===== config.mk =====
export PLATFORM = sky130hd
export DESIGN_NAME = present_iter_core
export DESIGN_NICKNAME = d
export VERILOG_FILES = /design/src/rtl/present_pkg.sv /design/src/rtl/present_step.sv /design/src/rtl/present_iter_core.sv
export SDC_FILE = /design/constraint.sdc
export NUM_CORES = 1
export LEC_CHECK = 0
export ABC_AREA = 0
export CAP_MARGIN = 20
export CORE_MARGIN = 5
export CORE_UTILIZATION = 60
export DETAILED_ROUTE_END_ITERATION = 8
export DONT_BUFFER_PORTS = 1
export MAX_ROUTING_LAYER = met4
export PLACE_DENSITY = 0.76
export SLEW_MARGIN = 10
export SYNTH_ARGS = -nofsm -noshare
export SYNTH_HDL_FRONTEND = slang
export SYNTH_SLANG_ARGS = --single-unit
export TNS_END_PERCENT = 100

===== constraint.sdc =====
create_clock -name clk -period 4.35 [get_ports clk]
set_clock_uncertainty 0.15 [all_clocks]
set_input_delay 1.305 -clock clk [delete_from_list [all_inputs] [get_ports clk]]
set_output_delay 1.305 -clock clk [all_outputs]
set_load 0.02 [all_outputs]

===== src/rtl/present_pkg.sv =====
// Shared PRESENT constants, round primitives and FSM state type for the iterative core.
// Vectors use MSB-first numbering ([0:N-1], bit 0 is the MSB), matching the cipher description.
package present_pkg;

  localparam int NUM_STEPS = 32;

  localparam logic [3:0] SBOX [16] = '{
    4'hC, 4'h5, 4'h6, 4'hB, 4'h9, 4'h0, 4'hA, 4'hD,
    4'h3, 4'hE, 4'hF, 4'h8, 4'h4, 4'h7, 4'h1, 4'h2
  };

  typedef enum logic [1:0] {
    IDLE,
    RUN,
    DONE
  } fsm_e;

  function automatic logic [3:0] sbox4(input logic [3:0] x);
    return SBOX[x];
  endfunction

  function automatic logic [0:63] sbox_layer(input logic [0:63] s);
    logic [0:63] r;
    r = '0;
    for (int n = 0; n < 16; n++) begin
      r[4*n +: 4] = sbox4(s[4*n +: 4]);
    end
    return r;
  endfunction

  // Bit j lands on 16*j mod 63; the last bit is a fixed point of the permutation.
  function automatic logic [0:63] p_layer(input logic [0:63] s);
    logic [0:63] r;
    r = '0;
    for (int j = 0; j < 63; j++) begin
      r[(16*j) % 63] = s[j];
    end
    r[63] = s[63];
    return r;
  endfunction

  function automatic logic [0:79] key_update80(input logic [0:79] k, input logic [0:4] rc);
    logic [0:79] r;
    r = {k[61:79], k[0:60]};
    r[0:3] = sbox4(r[0:3]);
    r[60:64] = r[60:64] ^ rc;
    return r;
  endfunction

  function automatic logic [0:127] key_update128(input logic [0:127] k, input logic [0:4] rc);
    logic [0:127] r;
    r = {k[61:127], k[0:60]};
    r[0:3] = sbox4(r[0:3]);
    r[4:7] = sbox4(r[4:7]);
    r[61:65] = r[61:65] ^ rc;
    return r;
  endfunction

endpackage


===== src/rtl/present_step.sv =====
// One combinational PRESENT round step: key mixing, then S-box/pLayer/key schedule
// unless this is the final whitening step.
module present_step
  import present_pkg::*;
#(
  parameter int KEY_W = 80
) (
  input  logic [0:63]      state_i,
  input  logic [0:KEY_W-1] key_i,
  input  logic [5:0]       step_i,
  input  logic             last_i,
  output logic [0:63]      state_o,
  output logic [0:KEY_W-1] key_o
);

  logic [0:63]      mixed;
  logic [0:KEY_W-1] key_upd;
  logic             step_unused;

  assign mixed       = state_i ^ key_i[0:63];
  // Only the low five bits of the step number enter the key schedule.
  assign step_unused = step_i[5];

  if (KEY_W == 128) begin : g_k128
    assign key_upd = key_update128(key_i, step_i[4:0]);
  end else begin : g_k80
    assign key_upd = key_update80(key_i, step_i[4:0]);
  end

  assign state_o = last_i ? mixed : p_layer(sbox_layer(mixed));
  assign key_o   = last_i ? key_i : key_upd;

endmodule


===== src/rtl/present_iter_core.sv =====
// Iterative PRESENT encryption engine: UNROLL chained round steps per clock, with
// valid/ready handshakes on the plaintext and ciphertext sides.
module present_iter_core
  import present_pkg::*;
#(
  parameter int KEY_W  = 80,
  parameter int UNROLL = 1
) (
  input  logic             clk,
  input  logic             rst_n,
  input  logic             in_valid,
  output logic             in_ready,
  input  logic [0:63]      in_pt,
  input  logic [0:KEY_W-1] in_key,
  output logic             out_valid,
  input  logic             out_ready,
  output logic [0:63]      out_ct,
  output logic             busy
);

  if (!(KEY_W == 80 || KEY_W == 128)) begin : g_bad_key_w
    $error("present_iter_core: KEY_W must be 80 or 128");
  end
  if (!(UNROLL == 1 || UNROLL == 2 || UNROLL == 4 || UNROLL == 8 ||
        UNROLL == 16 || UNROLL == 32)) begin : g_bad_unroll
    $error("present_iter_core: UNROLL must be 1, 2, 4, 8, 16 or 32");
  end

  localparam logic [5:0] STEP_INC   = 6'(UNROLL);
  localparam logic [5:0] LAST_BASE  = 6'(NUM_STEPS + 1 - UNROLL);
  localparam logic [5:0] FINAL_STEP = 6'(NUM_STEPS);

  fsm_e             fsm_q;
  logic [5:0]       step_q;
  logic [0:63]      state_q;
  logic [0:63]      state_d;
  logic [0:63]      ct_q;
  logic [0:KEY_W-1] key_q;
  logic [0:KEY_W-1] key_d;
  logic             out_valid_q;
  logic             busy_q;
  logic             in_ready_q;

  logic [0:63]      state_chain [UNROLL+1];
  logic [0:KEY_W-1] key_chain   [UNROLL+1];

  assign state_chain[0] = state_q;
  assign key_chain[0]   = key_q;

  // Steps step_q .. step_q+UNROLL-1 run back to back within one cycle.
  for (genvar g = 0; g < UNROLL; g++) begin : g_step
    logic [5:0] step_num;
    assign step_num = step_q + 6'(g);

    present_step #(.KEY_W(KEY_W)) u_step (
      .state_i (state_chain[g]),
      .key_i   (key_chain[g]),
      .step_i  (step_num),
      .last_i  (step_num == FINAL_STEP),
      .state_o (state_chain[g+1]),
      .key_o   (key_chain[g+1])
    );
  end

  assign state_d = state_chain[UNROLL];
  assign key_d   = key_chain[UNROLL];

  always_ff @(posedge clk or negedge rst_n) begin
    if (!rst_n) begin
      fsm_q       <= IDLE;
      step_q      <= '0;
      state_q     <= '0;
      key_q       <= '0;
      ct_q        <= '0;
      out_valid_q <= 1'b0;
      busy_q      <= 1'b0;
      in_ready_q  <= 1'b1;
    end else begin
      case (fsm_q)
        IDLE: begin
          if (in_valid) begin
            state_q    <= in_pt;
            key_q      <= in_key;
            step_q     <= 6'd1;
            fsm_q      <= RUN;
            busy_q     <= 1'b1;
            in_ready_q <= 1'b0;
          end
        end
        RUN: begin
          state_q <= state_d;
          key_q   <= key_d;
          if (step_q == LAST_BASE) begin
            ct_q        <= state_d;
            out_valid_q <= 1'b1;
            fsm_q       <= DONE;
          end else begin
            step_q <= step_q + STEP_INC;
          end
        end
        DONE: begin
          if (out_ready) begin
            out_valid_q <= 1'b0;
            busy_q      <= 1'b0;
            in_ready_q  <= 1'b1;
            fsm_q       <= IDLE;
          end
        end
        default: begin
          fsm_q <= IDLE;
        end
      endcase
    end
  end

  assign in_ready  = in_ready_q;
  assign out_valid = out_valid_q;
  assign out_ct    = ct_q;
  assign busy      = busy_q;

endmodule


==> results.md <==
- Yosys reg bits: 219
- MaxCap Viol Count: 0
- FF-to-FF path depth: 8
- Worst-path cell chain: inv_1, ha_1, and4bb_4, a21oi_4, buf_4, o21ai_1, a211oi_1, o22a_1
- RSZ-0062 raised after global routing: no
- Number of setup violations in the final report: 0
- Status: complete, no violations
- Cts bufs inserted: 25
- Grt met1 use: 44.6%
- Reg-to-reg endpoint: state_q[7]$_DFFE_PN0P_
- Synthesized net count: 1658
- Avg WL per Cell: 23.3 um
- Standard-cell rows: 53
- Reg clk slew, reported paths: 0.06 ns
- Number of global-route vias before repair: 10355
- Worst endpoint data arrival time: 3.06 ns
- Slew headroom: 28.5%
- Final Hold Fails: 0
- Area grow syn2layout: 7.24%
- GR Util All Layers: 32.8%
- Yosys warning count: 0
- Antenna Nets Post-Route: 0
- CTS Sinks: 219
- Final setup TNS: 0 ns
- CTS tree: built
- Post-CTS Setup Inserts: 0
- Worst setup EP type: flop
- RePlAce Congestion: 0.964
- CTS resizes: 0
- Avg Inst Size Synth: 8.95 um^2
- Later-pin clock latency in the skew report: 0.54 ns
- Register-to-register setup slack: 1.61 ns
- Die Span X: 157 um
- Post-Syn Area: 0.0130 mm^2
- Vias per cell: 6.38
- Worst R2R Start: step_q[0]$_DFFE_PN0P_
- H-tree Lvls: 1
- Max-slew violations: 0
- Port Buffers: 0
- Post-synthesis sequential area ratio: 42.1%
- Minimum clock period: 2.74 ns
- Boundary Pins: 215
- Crit-path max FO: 48
- Worst slew pin tran: 1.07 ns
- Drt pass-1 iters: 5
- HPWL Detailed: 28900 um
- Starting Density: 61.3%
- Layout cells sized above 1: 8.00%
- Root Buffer: clkbuf_16
- Routed vias: 10851
- Most common cell after layout, fill and taps aside: nand2_1
- Fin crit share: 63.0%
- Height of the die: 157 um
- Max Fclk: 365 MHz
- Crit path largest cell delay: 0.55 ns
- Netlist cell types: 52
- Fill count: 1801
- Initial antenna violation count: 1
- Met3 usage: 8.52%
- Die area: 0.0247 mm^2
- Number of DRC markers in iteration 0: 1144
- First-pass GRT wire length: 60100 um
- CP max stage cell: buf_4
- Top Usage Layer GRT: met2
- CP Class: flop to flop
- Commonest non-fill, non-tap cells in the layout: 312 x nand2_1, 218 x dfrtp_1, 153 x nor2_1
- DRC Markers: 0
- Final WL: 39700 um
- Worst Hold Class: input port to asynchronous set/reset pin
- Cells after synthesis: 1455
- Hold-fix buffers, CTS: 0
- Overflow after GRT: 0
- Max Root-Sink Buffers: 3
- CP Launch Type: flop
- Largest net degree at the start of global routing: 220
- Req. time, crit path: 4.67 ns
- Core area: 0.0212 mm^2
- Layout Nets: 1609
- Grt met2 use: 47.6%
## sequential cells by signal, indices dropped and copies added, names as in the netlist
signal and flops:
busy 1, fsm_q 2, key_q 80, state_q 64, step_q 6, out_ct 64, out_valid 1, in_ready 1
## per-layer routing
metal / up-vias / part of all wire, %
li1: 4976 / -
met1: 5263 / 41
met2: 529 / 44
met3: 83 / 11
met4: 0 / 4.2
met5: - / 0
## cells in the mapped netlist (all sizes together)
master / number / area (um^2)
a211o: 5 / 43.8
a211oi: 10 / 75.1
a21oi: 102 / 522
a221o: 1 / 10.0
a221oi: 46 / 403
a222oi: 1 / 10.0
a22oi: 2 / 15.0
a311o: 2 / 20.0
a311oi: 2 / 17.5
a31o: 1 / 8.76
a31oi: 81 / 507
and3: 2 / 12.5
and4bb: 1 / 16.3
buf: 51 / 288
clkbuf: 38 / 144
dfrtp: 218 / 5460
dfstp: 1 / 26.3
ha: 55 / 688
inv: 73 / 277
mux2i: 6 / 60.1
mux4: 31 / 706
nand2: 314 / 1190
nand2b: 2 / 12.5
nand3: 10 / 50.1
nand4: 3 / 18.8
nand4bb: 1 / 27.5
nor2: 158 / 618
nor2b: 1 / 6.26
nor3: 10 / 50.1
o2111ai: 7 / 61.3
o211ai: 17 / 128
o21ai: 87 / 435
o22a: 10 / 87.6
o22ai: 1 / 6.26
o311ai: 1 / 8.76
o31ai: 9 / 67.6
or2: 2 / 12.5
xnor2: 62 / 626
xor2: 31 / 309
## through the flow
step / util, % / std cells / hold slack, ns / setup slack [ns] / instance area, um^2
after global placement: 61.6 / 1653 / 0.365 / 1.22 / 13100
after floorplan: - / 1455 / 0.331 / 1.82 / 13000
after CTS: 65.6 / 1699 / 0.313 / 1.65 / 13900
after detailed placement: 61.6 / 1653 / 0.372 / 1.17 / 13100
final: 65.8 / 1702 / 0.320 / 1.61 / 14000
after global routing: 65.8 / 1701 / 0.308 / 1.47 / 14000
## critical path, delay by kind of cell (launching register included)
kind                     cells  cell delay, ns
flip-flops                   1            0.46
buffers and inverters        2            0.62
adder cells (fa/ha/maj)      1            0.25
AND/OR/NAND/NOR              1            0.25
AO/OA/AOI/OAI                4            0.92
## how the worst max path moves through the flow
stage / slack [ns] / endpoint / startpoint
after global routing: 1.47 / state_q[55]$_DFFE_PN0P_ / fsm_q[0]$_DFFE_PN0P_
after CTS: 1.65 / state_q[7]$_DFFE_PN0P_ / step_q[0]$_DFFE_PN0P_
after detailed placement: 1.17 / key_q[55]$_DFFE_PN0P_ / in_valid
after floorplan: 1.82 / state_q[16]$_DFFE_PN0P_ / in_valid
after global placement: 1.22 / key_q[45]$_DFFE_PN0P_ / in_valid
final: 1.61 / state_q[7]$_DFFE_PN0P_ / step_q[0]$_DFFE_PN0P_
## logic make-up (layout without fill, tap and decap cells)
kind of cell,Yosys count,in the layout,synth area share [%]
other,0,2,0
muxes,37,37,5.88
and+or+nand+nor,504,504,15.4
xor gates and xnor gates,93,93,7.18
DFF,219,219,42.1
AOI/OAI and AO/OA,385,385,18.6
buffers and inverters,162,132,5.44
adders and majority gates,55,55,5.29
## final cells by class
cell class,instances,area (um^2),share of cell area [%]
sequential,219,5480,39.3
antenna,2,5.00,0.0359
tap,275,344,2.47
inverter,73,277,1.98
timing repair buffer,13,143,1.02
multi-input combinational,1074,6860,49.1
clock inverter,9,151,1.08
clock buffer,37,701,5.02
Power is not shown: default switching activity piles up to over one toggle a cycle in this logic, so the estimate is an artifact.
